$ cat src/rtl/ext_pipe.sv
// ext_pipe: pipelined immediate/load extender behind a 2-entry valid/ready skid buffer
module ext_pipe #(
  parameter int IMM_W = 16,
  parameter int DATA_W = 32,
  localparam int OFF_W = $clog2(DATA_W / 8)
) (
  input  logic              clk,
  input  logic              reset,
  input  logic              flush,
  input  logic              in_valid,
  output logic              in_ready,
  input  logic [2:0]        EOp,
  input  logic [IMM_W-1:0]  imm,
  input  logic [DATA_W-1:0] in_word,
  input  logic [OFF_W-1:0]  in_off,
  output logic              out_valid,
  input  logic              out_ready,
  output logic [DATA_W-1:0] ext,
  output logic              out_err
);
  typedef enum logic [1:0] {EMPTY = 2'd0, ONE = 2'd1, FULL = 2'd2} state_t;
  state_t count, count_n;
  logic [DATA_W-1:0] sext, res, skid;
  logic [7:0] byte_v;
  logic [15:0] half_v;
  logic [OFF_W-1:0] hoff;
  logic err, skid_err, push, pop, ld_out, ld_skid, from_skid;
  always_comb begin
    hoff = in_off & ~OFF_W'(1);
    byte_v = 8'(in_word >> {in_off, 3'b000});
    half_v = 16'(in_word >> {hoff, 3'b000});
    sext = {{(DATA_W-IMM_W){imm[IMM_W-1]}}, imm};
    res = EOp == 3'd0 ? {{(DATA_W-IMM_W){1'b0}}, imm} :
          EOp == 3'd1 ? sext :
          EOp == 3'd2 ? {imm, {(DATA_W-IMM_W){1'b0}}} :
          EOp == 3'd3 ? sext << 2 :
          EOp == 3'd4 ? {{(DATA_W-8){byte_v[7]}}, byte_v} :
          EOp == 3'd5 ? {{(DATA_W-8){1'b0}}, byte_v} :
          EOp == 3'd6 ? {{(DATA_W-16){half_v[15]}}, half_v} :
                        {{(DATA_W-16){1'b0}}, half_v};
    err = EOp[2] & EOp[1] & in_off[0];
  end
  assign in_ready = count != FULL;
  assign out_valid = count != EMPTY;
  assign push = in_valid & in_ready;
  assign pop = out_valid & out_ready;
  always_comb begin
    count_n = count;
    ld_out = 1'b0;
    ld_skid = 1'b0;
    from_skid = 1'b0;
    case (count)
      EMPTY: if (push) begin
        count_n = ONE;
        ld_out = 1'b1;
      end
      ONE: if (push && pop) ld_out = 1'b1;
        else if (push) begin
          count_n = FULL;
          ld_skid = 1'b1;
        end else if (pop) count_n = EMPTY;
      FULL: if (pop) begin
        count_n = ONE;
        from_skid = 1'b1;
      end
      default: count_n = EMPTY;
    endcase
    if (flush) begin
      count_n = EMPTY;
      ld_out = 1'b0;
      ld_skid = 1'b0;
      from_skid = 1'b0;
    end
  end
  always_ff @(posedge clk) begin
    if (reset) begin
      count <= EMPTY;
      ext <= '0;
      out_err <= 1'b0;
      skid <= '0;
      skid_err <= 1'b0;
    end else begin
      count <= count_n;
      if (ld_out) {ext, out_err} <= {res, err};
      else if (from_skid) {ext, out_err} <= {skid, skid_err};
      if (ld_skid) {skid, skid_err} <= {res, err};
    end
  end
endmodule

$ cat config.mk
export PLATFORM = sky130hd
export DESIGN_NAME = ext_pipe
export DESIGN_NICKNAME = d
export VERILOG_FILES = /design/src/rtl/ext_pipe.sv
export SDC_FILE = /design/constraint.sdc
export NUM_CORES = 1
export LEC_CHECK = 0
export BUFFER_PORTS_ARGS = -buffer_cell sky130_fd_sc_hd__buf_2
export CAP_MARGIN = 20
export CORE_MARGIN = 2
export CORE_UTILIZATION = 50
export CTS_BUF_LIST = sky130_fd_sc_hd__clkbuf_2
export DETAILED_ROUTE_END_ITERATION = 8
export PLACE_DENSITY_LB_ADDON = 0.08
export SETUP_SLACK_MARGIN = 0.2
export SYNTH_ARGS = -nofsm -noshare
export SYNTH_HDL_FRONTEND = slang
export SYNTH_SLANG_ARGS = --single-unit
$ cat constraint.sdc
create_clock -name clk -period 3.4 [get_ports clk]
set_input_delay 0.68 -clock clk [delete_from_list [all_inputs] [get_ports clk]]
set_output_delay 0.68 -clock clk [all_outputs]
set_load 0.03 [all_outputs]
* Word level (Yosys, flattened, before mapping)
Index checks and enable logic that the tools add are counted.
** Storage, ports and cells
- Latch bits :: 0
- Bits of input ports :: 58
- Bits in writable memories :: 0
- Output and inout bits :: 35
- Bits in registers :: 68
- Memories kept :: 0
- ROM bits :: 0
** Cells by class
- Shifts and indexed selects :: 2
- Div/mod/pow operators :: 0
- Reductions and logical operators :: 7
- Order comparisons :: 0
- $add $sub $neg :: 0
- Mux-type cells :: 27
- $mul :: 0
- Bitwise logic cells :: 4
- Equal/unequal tests :: 13
** Operators with widths (count)
- two-way mux 32 bit :: 9
- >> shifter 32 x 5 -> 16 bit :: 1
- >> shifter 32 x 5 -> 8 bit :: 1
- two-way mux 1 bit :: 11
- two-way mux 2 bit :: 5
- equality test 3 bit, second input constant :: 3
- != test 2 bit, second input constant :: 4
- equality test 3 x 2 -> 1 bit, second input constant :: 2
- case mux 2 bit (3 select lines) :: 1
- bitwise AND 1 bit :: 4
- AND reduction 4 bit :: 1
- nonzero test 2 bit :: 2
- equality test 3 x 1 -> 1 bit, second input constant :: 1
- logical NOT 3 bit :: 1
- != test 3 bit, second input constant :: 1
- equality test 2 x 1 -> 1 bit, second input constant :: 1
- equality test 2 bit, second input constant :: 1
- logical NOT 2 bit :: 1
- case mux 1 bit (2 select lines) :: 1
- OR reduction 2 bit :: 1
- logical AND 1 bit :: 1

* Depth between registers and ports, before layout
Gate-level depths: netlist of run 1.
- Depth after elaboration :: 9
- Mapped depth :: 6
- Depth with buffers taken out :: 4

* Worst setup path before layout of run 1
No wires, ideal clock.
- Path kind :: input-to-reg
- Start point :: input port EOp[0]
- End point :: register ext[17]
- Setup slack :: 1.240 ns
- Arrival time :: 2.073 ns
- Data required time :: 3.313 ns
- Cell stages on the path :: 6
- Cells stage by stage :: buf_6 -> or4b_4 -> o22ai_4 -> buf_6 -> o22ai_1 -> a221oi_2
** On the way
- Word-level cells in the longest chain between the ends :: 9
- Elaborated cells between the ends (all ways) :: 15
** Ends and longest elaborated chain
- start, declared :: RTL line 12 : input logic [2:0] EOp,
- equality test 3 bit :: RTL line 39 : EOp == 3'd6 ? {{(DATA_W-16){half_v[15]}}, half_v} :
- two-way mux 32 bit :: RTL line 39
- two-way mux 32 bit :: RTL line 38 : EOp == 3'd5 ? {{(DATA_W-8){1'b0}}, byte_v} :
- two-way mux 32 bit :: RTL line 37 : EOp == 3'd4 ? {{(DATA_W-8){byte_v[7]}}, byte_v} :
- two-way mux 32 bit :: RTL line 36 : EOp == 3'd3 ? sext << 2 :
- two-way mux 32 bit :: RTL line 35 : EOp == 3'd2 ? {imm, {(DATA_W-IMM_W){1'b0}}} :
- two-way mux 32 bit :: RTL line 34 : EOp == 3'd1 ? sext :
- two-way mux 32 bit * :: RTL line 33 : res = EOp == 3'd0 ? {{(DATA_W-IMM_W){1'b0}}, imm} :
- two-way mux 32 bit * :: RTL line 84 : if (ld_out) {ext, out_err} <= {res, err};
- end signal, assigned :: RTL line 84
- end signal, assigned :: RTL line 85 : else if (from_skid) {ext, out_err} <= {skid, skid_err};
- end, declared :: RTL line 18 : output logic [DATA_W-1:0] ext,
Mark *: on every way between the ends. The rest lies on a longest branch, timed or not.
A chain may end at the register's enable or synchronous reset.

* Worst setup path in the final report of run 1
- Start point :: input port EOp[2]
- End point :: register ext[25]
The elaborated chain is that of the path after synthesis.

==> results of run 1 <==
where the power goes:
group          switching [mW]  internal, mW  total, mW
combinational           0.255         0.162      0.417
clock                   0.303         0.172      0.476
sequential             0.0166         0.832      0.848
total                   0.575          1.17       1.74
cells in the final DEF (no fill, tap or decap), drive strengths merged, types with 2 or more instances in the layout:
| cell | netlist | final |
|---|---|---|
| dfxtp | 68 | 68 |
| buf | 16 | 103 |
| a211oi | 41 | 41 |
| or2 | 2 | 2 |
| nor2b | 23 | 23 |
| nand3 | 17 | 17 |
| mux2 | 2 | 2 |
| nand3b | 3 | 3 |
| o21ai | 17 | 17 |
| o221a | 14 | 14 |
| a221oi | 14 | 14 |
| nand4 | 2 | 2 |
| a311oi | 4 | 4 |
| a31oi | 2 | 2 |
| clkinv | 1 | 4 |
| nand2 | 9 | 9 |
| a21oi | 12 | 12 |
| nand2b | 20 | 20 |
| nor2 | 9 | 9 |
| o22ai | 25 | 25 |
| nor3 | 3 | 3 |
| o22a | 15 | 15 |
| mux2i | 38 | 38 |
| o41ai | 2 | 2 |
| inv | 3 | 3 |
| a221o | 6 | 6 |
| clkbuf | 25 | 11 |
worst max-delay path: cells and delay by family:
family / cells / cell delay (ns)
AO/OA/AOI/OAI: 3 / 1.06
buffers and inverters: 1 / 0.34
AND/OR/NAND/NOR: 1 / 0.55
path summary, 6_finish.rpt:
kind,from,endpoint
max reg2reg,count[0],skid[8]
min reg2reg,skid_err,skid_err
max,EOp[2],ext[25]
min,out_ready,count[1]
per-layer routing:
metal	up-vias	wire (um)
met5	-	0
met4	0	158
met3	19	756
met2	124	4670
met1	1700	4960
li1	1756	-
registers in the layout, summed over array words and instances, names as in the netlist:
| signal | count |
|---|---|
| ext | 32 |
| skid | 32 |
| out_err | 1 |
| skid_err | 1 |
| count | 2 |
cell type report:
class / count / area share, %
clock buffer: 11 / 1.23
timing repair buffer: 103 / 12.2
tap: 102 / 2.86
multi-input combinational: 294 / 51.7
sequential: 68 / 30.5
clock inverter: 5 / 1.18
inverter: 4 / 0.336
cells by family after synthesis:
family	count (synthesis)
AO/OA/AOI/OAI	160
buffers and inverters	45
flip-flops	68
multiplexers	40
AND/OR/NAND/NOR	94
==> metrics.cfg, run 1 <==
[outcome]
status=completed

[finish]
multi_input_area_um2=2310
antenna_cells=0
final_net_count=538
fin_cells=587
nFillCells=718
area_growth_pct=15.9
stdcell_area_um2=4460
utilization_pct=58.7
regArea_um2=1360
layout-drive-gt1-share_pct=31.5

[clock_tree]
root_buffer=clkbuf_2
cts_tree=done
cts_hold_buf=0
clkSlewWorstSetupHoldPaths_ns=0.18
ctsResizeCount=0
cts_buffers=9
cts_sinks=68
clk_latency_ns=0.52
clk_path_buf_depth=2
ctsHtreeMaxLevel=3
cts_setup_buffers=0

[timing]
hold_ws_ns=0.414
maxSlewHeadroom_pct=28.5
slew_viol_final=0
setup_tns_ns=0
worst_slack_ns=1.18
hold_viol=0
setup_viol=0
fmax_ghz=0.450
rsz0062_at_grt=no
timing.clock.skew_ns=0.0207
fin_crit_sh_pct=65.4
min_period_ns=2.22
worst_pin_slew_ns=1.06

[floorplanning]
fp-row-count=32
die_y_um=91.8
dieArea_um2=8420
initial_core_util_pct=50.6
io-pin-count=93
fp.coreArea_um2=7610
die_w_um=91.8

[grt]
top_usage_layer=met2
grtUsageMet1_pct=35.9
grt_antenna_before_repair=0
grt_util_all_layers_pct=24.7
first_global_vias=3211
use_met3_pct=6.00
grt_use_met2_pct=36.6
grt_max_degree=52
grt-ovfl-total=0
grt_pass1_wl_um=16600

[detailed_routing]
ant_nets=0
via_count=3599
vias_per_cell=6.13
drtIter0Drc=247
wire_per_inst_um=18.0
drt_pass1_iterations=4
drc=0
routed_wl_um=10500

[critical_path]
crit_required_ns=3.83
end_kind=flop
cp-start-kind=input port
crit_chain=buf_2 -> or4b_4 -> o22ai_4 -> o22ai_1 -> a221oi_2
crit_path_max_fanout=28
crit_type=input port to flop
reg2regPathDepth=5
reg2reg_slack_ns=1.40
arrival_ns=2.65
cpPeakStageDelay_ns=0.59
critPathSlowestCell=o22ai_4

[synthesis]
synthCells=407
synth-adder-area-share_pct=0
synth_common_cells=dfxtp_1, a211oi_1, mux2i_1
synth.yosys.seq_area_share_pct=35.3
synth_compound_area_share_pct=33.9
yosysWarnings=0
yosysTopAreaCell=dfxtp_1
synth.area.top_cells=dfxtp_1, mux2i_1, a211oi_1
synth_most_common_cell=dfxtp_1
postSynthNetCount=465
synth_cell_types=53
yosys.area_share.simple_pct=14.3
synth_top_family_by_area=compound AO/OA/AOI/OAI gates
syn-cell-area_um2=3850
syn_area_per_cell_um2=9.47
yosys.area.top_type_share_pct=35.3
async_reset_ff_share_pct=0
ys_ff_latch=68
synthMuxAreaShare_pct=10.9
synth_edf_count=0
synth-xor-area-share_pct=0
synth_flop_cell=dfxtp_1

[placed_design]
placed_cells=571
io_buffers=92
finalWeightedCongestion=0.869
pre_cts_slack_ns=0.670
dpl_cell_area_um2=4360
hpwl_um=7110

[hold_path]
hold_depth=2
hp-class=input port to flop

[pwr]
finalPower_mw=1.74
p_leak_nw=1.72
ir_worst_vdd_mv=0.257
power_per_cell_area_nw_per_um2=390

[job]
drv_cap=0

No activity file was read; power rests on OpenSTA's default activity.
==> run 2: changes to the inputs <==
- clock period: 3.4 -> 2.1 ns (I/O delays scaled with it)
==> run 2 against run 1 <==
Compared with the run above: largest cell class unchanged; clock-buffer cell count down 2; clock skew about the same; flip-flop and latch count is the same; highest routed layer unchanged.
==> metrics.cfg, run 2 (same netlist as run 1, synthesis figures left out) <==
[outcome]
status=completed

[placed_design]
finalWeightedCongestion=0.853
hpwl_um=7420
placed_cells=578
dpl_cell_area_um2=4480
io_buffers=92

[floorplanning]
dieArea_um2=8420
io-pin-count=93
fp-row-count=32
die_w_um=91.8
die_y_um=91.8
fp.coreArea_um2=7610
initial_core_util_pct=50.6

[critical_path]
cpPeakStageDelay_ns=0.41
end_kind=primary output
cp-start-kind=flop
critPathSlowestCell=dfxtp_1
crit_family=flip-flops
crit_type=flop to primary output
crit_required_ns=1.68
arrival_ns=1.39
reg2reg_slack_ns=0.38
path_buf_inv=1
crit_path_max_fanout=8
crit_chain=or2_2 -> buf_2

[finish]
layout-drive-gt1-share_pct=32.7
antenna_cells=0
area_growth_pct=19.6
final_net_count=546
layout_common_cells=buf_2, dfxtp_1, a211oi_1, mux2i_1, o22ai_1
utilization_pct=60.5
mostFrequentLayoutCell=buf_2
fin_cells=595
reg.largest.list=ext: 32 flops, skid: 32 flops, count: 2 flops
nFillCells=713
stdcell_area_um2=4610

[clock_tree]
cts_sinks=68
cts_hold_buf=0
root_buffer=clkbuf_2
clk_path_buf_depth=2
cts_tree=done
ctsHtreeMaxLevel=3
clk_latency_ns=0.52
cts_buffers=9
clkSlewWorstSetupHoldPaths_ns=0.19

[timing]
hold_viol=0
fmax_ghz=0.554
maxSlewHeadroom_pct=58.0
rsz0062_at_grt=no
worst_pin_slew_ns=0.630
setup_viol=0
timing.clock.skew_ns=0.0202
min_period_ns=1.81
slew_viol_final=0
setup_tns_ns=0
fin_crit_sh_pct=86.0

[grt]
grt_util_all_layers_pct=25.7
grt_max_degree=58
grt_antenna_before_repair=0
first_global_vias=3443
grt-ovfl-total=0
grt_pass1_wl_um=17300

[detailed_routing]
drc=0
top_layer_used=met4
drt_pass1_iterations=4
ant_nets=0
via_count=3622
wl_met3_um=603
routed_wl_um=10700
drt-met1-wl_um=4820
wire_per_inst_um=17.9
route.met2.wl_um=5010
vias_per_cell=6.09
drtIter0Drc=150

[pwr]
ir_worst_vdd_mv=0.321
power_per_cell_area_nw_per_um2=616
finalPower_mw=2.84
p_leak_nw=1.77

[hold_path]
hp-class=input port to flop

[job]
drv_cap=0

## run 2: cell types whose count changed in the layout (fill, tap and decap cells not counted), sizes merged
cell / previous run / this run
buf: 103 / 111
clkbuf: 11 / 9
clkinvlp: 1 / 2
inv: 3 / 4
## run 2: per-stage QoR
step	worst slack (ns)	hold slack [ns]
2_1_floorplan	0.228	0.437
3_3_place_gp	0.102	0.443
3_5_place_dp	0.0642	0.447
4_1_cts	0.224	0.105
5_1_grt	0.206	0.120
6_report	0.295	0.134
## run 2: final timing paths
path                  start         to  cells after the start
hold / removal    out_ready   count[1]                      2
setup / recovery   count[1]  out_valid                      2
hold reg to reg    skid_err   skid_err                      2
setup reg to reg   count[1]   skid[24]                      6
## run 2: repair_timing
action	CTS	global route
gates resized for setup	1	1
hold endpoints to repair	0	0
endpoints found under the setup margin	14	12
pin swaps	0	0
setup buffers	0	0
## run 2: where the power goes
| group | switching (mW) | leakage (nW) | internal [mW] |
|---|---|---|---|
| Sequential | 0.0267 | 0.555 | 1.35 |
| Combinational | 0.418 | 1.16 | 0.283 |
| Clock | 0.494 | 0.0634 | 0.268 |
## run 2: area by class of cell
type | instances | area [um2] | area share [%]
clock buffers | 9 | 45.0 | 0.978
clock inverters | 7 | 66.3 | 1.44
inverters | 4 | 15.0 | 0.326
multi-input cells | 294 | 2310 | 50.2
flip-flops and latches | 68 | 1360 | 29.6
well taps | 102 | 128 | 2.77
repair buffers | 111 | 676 | 14.7
## run 2: layer usage
layer / up-vias / GRT usage (%)
li1: 1771 / -
met2: 98 / 40.4
met1: 1735 / 34.6
met5: - / 0
met4: 0 / 11.6
met3: 18 / 4.19
